### src/rtl/proc_pkg.sv
// Shared types and constants for the memory stage: datapath widths, the
// memory-access FSM state encoding and the M->W pipeline bundle.
package proc_pkg;

    localparam int PKG_WIDTH  = 22;
    localparam int PKG_REG_AW = 4;

    typedef enum logic [0:0] {
        IDLE = 1'b0,
        WAIT = 1'b1
    } mem_state_t;

    typedef struct packed {
        logic                  pc_src;
        logic                  reg_write;
        logic                  mem_to_reg;
        logic                  bus_err;
        logic [PKG_WIDTH-1:0]  alu_result;
        logic [PKG_WIDTH-1:0]  read_data;
        logic [PKG_REG_AW-1:0] wa;
    } mw_bundle_t;

endpackage

### src/rtl/mem_wb_reg.sv
// M->W pipeline register: captures the memory-stage bundle when the stage
// advances, and inserts a bubble (control cleared, data held) while stalled.
module mem_wb_reg
    import proc_pkg::*;
(
    input  logic       clk_i,
    input  logic       rst_i,
    input  logic       stall_i,
    input  mw_bundle_t d_i,
    output mw_bundle_t q_o
);

    mw_bundle_t q_q;
    mw_bundle_t q_d;

    // Next-state: capture on advance, bubble the control bits on stall.
    always_comb begin
        q_d = q_q;
        if (stall_i) begin
            q_d.pc_src     = 1'b0;
            q_d.reg_write  = 1'b0;
            q_d.mem_to_reg = 1'b0;
            q_d.bus_err    = 1'b0;
        end else begin
            q_d = d_i;
        end
    end

    // Pipeline register with asynchronous reset.
    always_ff @(posedge clk_i or posedge rst_i) begin
        if (rst_i) begin
            q_q <= '0;
        end else begin
            q_q <= q_d;
        end
    end

    assign q_o = q_q;

endmodule

### src/rtl/memory_stage_ctrl.sv
// Memory stage: req/ack data-memory FSM with pipeline stall and M->W register.
// Optional access timeout with bus-error reporting is enabled by MEM_TIMEOUT_EN.
module memory_stage_ctrl
    import proc_pkg::*;
#(
    // Bundle widths follow proc_pkg; change the package constants, not these.
    parameter int WIDTH          = PKG_WIDTH,
    parameter int REG_AW         = PKG_REG_AW,
    parameter int TIMEOUT_CYCLES = 16
) (
    input  logic              clk,
    input  logic              rst,
    input  logic              pc_src_m,
    input  logic              reg_write_m,
    input  logic              mem_write_m,
    input  logic              mem_to_reg_m,
    input  logic [WIDTH-1:0]  alu_result_m,
    input  logic [WIDTH-1:0]  write_data_m,
    input  logic [REG_AW-1:0] wa_m,
    output logic              mem_req,
    output logic              mem_we,
    output logic [WIDTH-1:0]  mem_addr,
    output logic [WIDTH-1:0]  mem_wdata,
    input  logic [WIDTH-1:0]  mem_rdata,
    input  logic              mem_ack,
    output logic              stall_m,
    output logic              pc_src_w,
    output logic              reg_write_w,
    output logic              mem_to_reg_w,
    output logic [WIDTH-1:0]  alu_result_w,
    output logic [WIDTH-1:0]  read_data_w,
    output logic [REG_AW-1:0] wa_w,
    output logic              bus_err_w
);

    mem_state_t       state_q, state_d;
    logic             mem_req_q, mem_req_d;
    logic             mem_we_q, mem_we_d;
    logic [WIDTH-1:0] mem_addr_q, mem_addr_d;
    logic [WIDTH-1:0] mem_wdata_q, mem_wdata_d;
    logic             access_s;
    logic             done_s;
    logic             timeout_s;
    logic             stall_s;
    mw_bundle_t       wb_next_s;
    mw_bundle_t       wb_cur_s;

    assign access_s = mem_write_m | mem_to_reg_m;
    assign done_s   = (state_q == WAIT) & mem_ack;

`ifdef MEM_TIMEOUT_EN
    localparam int               CNT_W    = $clog2(TIMEOUT_CYCLES);
    localparam logic [CNT_W-1:0] CNT_LAST = CNT_W'(TIMEOUT_CYCLES - 1);

    logic [CNT_W-1:0] tmo_cnt_q, tmo_cnt_d;

    // An ack in the last allowed cycle wins over the timeout.
    assign timeout_s = (state_q == WAIT) & ~mem_ack & (tmo_cnt_q == CNT_LAST);

    // Timeout counter next-state: count unanswered WAIT cycles, clear otherwise.
    always_comb begin
        tmo_cnt_d = '0;
        if ((state_q == WAIT) && !mem_ack && !timeout_s) begin
            tmo_cnt_d = tmo_cnt_q + 1'b1;
        end else begin
            tmo_cnt_d = '0;
        end
    end

    // Timeout counter register.
    always_ff @(posedge clk or posedge rst) begin
        if (rst) begin
            tmo_cnt_q <= '0;
        end else begin
            tmo_cnt_q <= tmo_cnt_d;
        end
    end
`else
    assign timeout_s = 1'b0;
`endif

    // Reset releases the stall at once so the frozen front end is not held.
    assign stall_s = ~rst & (((state_q == IDLE) & access_s) |
                             ((state_q == WAIT) & ~mem_ack & ~timeout_s));
    assign stall_m = stall_s;

    // Access FSM next-state and memory-interface latching.
    always_comb begin
        state_d     = state_q;
        mem_req_d   = mem_req_q;
        mem_we_d    = mem_we_q;
        mem_addr_d  = mem_addr_q;
        mem_wdata_d = mem_wdata_q;
        case (state_q)
            IDLE: begin
                if (access_s) begin
                    mem_req_d   = 1'b1;
                    mem_we_d    = mem_write_m;
                    mem_addr_d  = alu_result_m;
                    mem_wdata_d = write_data_m;
                    state_d     = WAIT;
                end else begin
                    state_d = IDLE;
                end
            end
            WAIT: begin
                if (mem_ack || timeout_s) begin
                    mem_req_d = 1'b0;
                    state_d   = IDLE;
                end else begin
                    state_d = WAIT;
                end
            end
            default: begin
                mem_req_d = 1'b0;
                state_d   = IDLE;
            end
        endcase
    end

    // FSM and memory-interface registers.
    always_ff @(posedge clk or posedge rst) begin
        if (rst) begin
            state_q     <= IDLE;
            mem_req_q   <= 1'b0;
            mem_we_q    <= 1'b0;
            mem_addr_q  <= '0;
            mem_wdata_q <= '0;
        end else begin
            state_q     <= state_d;
            mem_req_q   <= mem_req_d;
            mem_we_q    <= mem_we_d;
            mem_addr_q  <= mem_addr_d;
            mem_wdata_q <= mem_wdata_d;
        end
    end

    // Bundle offered to writeback; load data only changes when an access ends.
    always_comb begin
        wb_next_s.pc_src     = pc_src_m;
        wb_next_s.reg_write  = reg_write_m;
        wb_next_s.mem_to_reg = mem_to_reg_m;
        wb_next_s.bus_err    = 1'b0;
        wb_next_s.alu_result = alu_result_m;
        wb_next_s.read_data  = wb_cur_s.read_data;
        wb_next_s.wa         = wa_m;
        if (timeout_s) begin
            wb_next_s.reg_write  = 1'b0;
            wb_next_s.mem_to_reg = 1'b0;
            wb_next_s.read_data  = '0;
            wb_next_s.bus_err    = 1'b1;
        end else if (done_s) begin
            wb_next_s.read_data = mem_we_q ? '0 : mem_rdata;
        end else begin
            wb_next_s.read_data = wb_cur_s.read_data;
        end
    end

    mem_wb_reg u_mem_wb_reg (
        .clk_i   (clk),
        .rst_i   (rst),
        .stall_i (stall_s),
        .d_i     (wb_next_s),
        .q_o     (wb_cur_s)
    );

    assign mem_req      = mem_req_q;
    assign mem_we       = mem_we_q;
    assign mem_addr     = mem_addr_q;
    assign mem_wdata    = mem_wdata_q;
    assign pc_src_w     = wb_cur_s.pc_src;
    assign reg_write_w  = wb_cur_s.reg_write;
    assign mem_to_reg_w = wb_cur_s.mem_to_reg;
    assign alu_result_w = wb_cur_s.alu_result;
    assign read_data_w  = wb_cur_s.read_data;
    assign wa_w         = wb_cur_s.wa;
    assign bus_err_w    = wb_cur_s.bus_err;

endmodule

### config.mk
export PLATFORM = sky130hd
export DESIGN_NAME = memory_stage_ctrl
export DESIGN_NICKNAME = d
export VERILOG_FILES = /design/src/rtl/proc_pkg.sv /design/src/rtl/mem_wb_reg.sv /design/src/rtl/memory_stage_ctrl.sv
export SDC_FILE = /design/constraint.sdc
export NUM_CORES = 1
export LEC_CHECK = 0
export ABC_AREA = 1
export CAP_MARGIN = 20
export CORE_ASPECT_RATIO = 0.8
export CORE_MARGIN = 10
export CORE_UTILIZATION = 45
export DETAILED_ROUTE_END_ITERATION = 8
export PLACE_DENSITY = 0.91
export SLEW_MARGIN = 0
export SYNTH_ARGS = -nofsm -noshare
export SYNTH_HDL_FRONTEND = slang
export SYNTH_SLANG_ARGS = --single-unit
### constraint.sdc
create_clock -name clk -period 5.7 [get_ports clk]
set_input_delay 1.14 -clock clk [delete_from_list [all_inputs] [get_ports clk]]
set_output_delay 1.14 -clock clk [all_outputs]
set_load 0.02 [all_outputs]
==> run summary <==
Inst Count DP: 688
Top Ports: 176
Synth Register Bits: 98
Vias in the first global route: 3540
CTS tree: done
Die area: 13200 um^2
Worst Path Max Fanout: 30
Gate Count Post-Synth: 423
Sequential share of the synthesized area: 60.5%
Outcome: completed
Residual DRC: 0
DRC marker count from the first detailed-route iteration: 227
Post-CTS setup buffer count: 0
Final setup violation count: 0
Synth top area cells: dfrtp_1 (61%), nand2_1 (13%), o21ai_2 (5.4%), o21ai_0 (4.8%), inv_1 (4.6%)
Synth Net Count: 500
Top cell type's share of synthesized area: 60.5%
Worst-Margin Slew: 800 ps
Cell taking the most area after synthesis: dfrtp_1
Worst path bufs/invs: 4
Via density: 4.75
CTS Buf Count: 9
Reg clk slew, reported paths: 70 ps
Count of cell types in the netlist: 21
Crit path launch type: primary input
VDD IR max: 0.000180 V
Antenna violations before repair: 0
Proportion of layout cells with a drive suffix above 1: 8.95%
Mean Syn Cell Area: 9.58 um^2
Gr ovfl total: 0
Netlist Area Pre-Place: 4050 um^2
Initial core utilization: 46.9%
Hold buffers post-CTS: 0
Die X: 126 um
N_diodes: 0
H-Tree Depth: 3
Slew Viols, Final: 0
Req. time, crit path: 4560 ps
Slowest stage cell on the critical path: clkdlybuf4s50_1
Tcrit/Tclk final: 74.5%
Max_slew headroom: 46.6%
Fmax achieved: 236 MHz
Die Height: 105 um
Synthesis Warnings: 0
TNS Setup: 0 ps
CP Capture Type: output pin
Cell breakdown of the critical path: clkdlybuf4s50_1 -> nor2_2 -> nand2_4 -> nand3_2 -> buf_4 -> inv_1 -> clkdlybuf4s50_1
Row count: 30
Final hold vios: 0
Core Box Area: 8630 um^2
DR WL/cell: 16.1 um
Top delay family on crit path: buffers and inverters
Number of gates resized after cts: 0
Leakage: 2.89 nW
Root Buffer: clkbuf_16
Final cell count without fillers: 704
Synthesis-to-finish area growth: 49.7%
Drt first pass iters: 4
Final-stage net count: 664
Hold Crit Class: flop to flop
FILL cells: 648
CP max stage delay: 610 ps
Vias: 3345
Post-route antenna net violation count: 0
Worst hold slack: 482 ps
Most common cell on crit path: clkdlybuf4s50_1
Final clock skew: 8.46 ps
Post-DP HPWL: 8530 um
RePlAce Congestion: 0.812
Power Dens Cells: 346 nW/um^2
Total track usage: 17.0%
Crit path DAT: 3100 ps
Total Wirelength: 11400 um
Clock Path Buffers: 2
Clk sinks: 98
Max-Cap Viols: 0
First-pass GRT wire length: 18600 um
RSZ-0062 raised after global routing: no
Worst-skew pair later-pin latency: 330 ps
Buffers on Ports: 174
Largest net degree at the start of global routing: 73
Crit Path Class: primary input to output pin
Tmin final: 4240 ps
## tightest hold or removal path: cells and delay by family (launching register included)
kind | cells | cell delay, ps
flip-flops | 1 | 340
AND/OR/NAND/NOR | 1 | 60
AO/OA/AOI/OAI | 1 | 50
## Yosys cell counts, drive strengths merged
| cell type | count |
|---|---|
| nand2 | 147 |
| dfrtp | 98 |
| o21ai | 67 |
| inv | 52 |
| nand4 | 26 |
| buf | 25 |
| clkbuf | 2 |
| nand3 | 2 |
| nor2 | 2 |
| a21oi | 1 |
| conb | 1 |
## power by group
part           total, W  switching (W)  internal [W]
registers      0.000873      0.0000612      0.000811
clock network  0.000554       0.000257      0.000297
logic          0.000671       0.000361      0.000310
## kinds of logic (layout without fill, tap and decap cells)
group	count (synthesis)	count (layout)	synth area share, %
compound gates	68	68	10.7
other cells	1	1	0.0925
simple gates	177	177	18.6
flops	98	98	60.5
buf+inv	79	248	10.1
## state kept, by name (all words and copies together) (netlist names)
register	count
u_mem_wb_reg.q_o	51
mem_wdata	22
mem_req	1
mem_we	1
mem_addr	22
state_q	1
## metrics by stage
stage | setup slack, ps | area [um^2] | util, % | power (W)
final | 1460 | 6070 | 70.3 | 0.00210
after global routing | 1310 | 6070 | 70.3 | 0.00222
after CTS | 1450 | 6070 | 70.3 | 0.00212
after detailed placement | 1470 | 5800 | 67.1 | 0.00156
after global placement | 1490 | 5770 | 66.8 | 0.00154
after floorplan | 2730 | 4050 | - | 0.00122
## cell type report
| class | count | area [um^2] | area share, % |
|---|---|---|---|
| well taps | 112 | 140 | 2.31 |
| flip-flops and latches | 98 | 2450 | 40.4 |
| multi-input cells | 246 | 1200 | 19.8 |
| repair buffers | 180 | 1810 | 29.8 |
| clock inverters | 6 | 42.5 | 0.701 |
| inverters | 52 | 198 | 3.26 |
| clock buffers | 10 | 229 | 3.77 |
## final timing paths
check | start | endpoint | slack [ps] | depth (start not counted)
min in group asynchronous | rst | u_mem_wb_reg.q_o[39] | 1370 | 3
setup reg to reg | state_q | mem_addr[0] | 3980 | 6
hold reg to reg | mem_wdata[16] | mem_wdata[16] | 480 | 2
setup / recovery | mem_write_m | stall_m | 1460 | 7
hold / removal | mem_wdata[16] | mem_wdata[16] | 480 | 2
max in group asynchronous | rst | u_mem_wb_reg.q_o[47] | 3080 | 4
## layout by cell type, fill, tap and decap left out
cell and count:
dfrtp_1 98, inv_1 50, inv_4 1, clkinv_4 1, buf_16 1, nor2_2 1
o21ai_1 3, o21ai_0 39, buf_4 5, nand2_2 1, nand2_1 145, clkdlybuf4s50_1 174
clkbuf_16 9, o21ai_2 24, nand3_2 2, nor2_1 1, nand4_1 26, clkinv_2 2
nand2_4 1, inv_2 1, o21ai_4 1, clkbuf_1 1, inv_6 1, a21oi_1 1
clkinvlp_4 2, conb_1 1
## layer usage
layer / routed length (um) / GRT usage (%) / vias up
met1: 4590 / 19.1 / 1549
li1: - / - / 1652
met4: 244 / 5.19 / 0
met5: 0 / 0 / -
met2: 5490 / 28.2 / 124
met3: 1030 / 7.98 / 20
No activity file was read; power rests on OpenSTA's default activity.
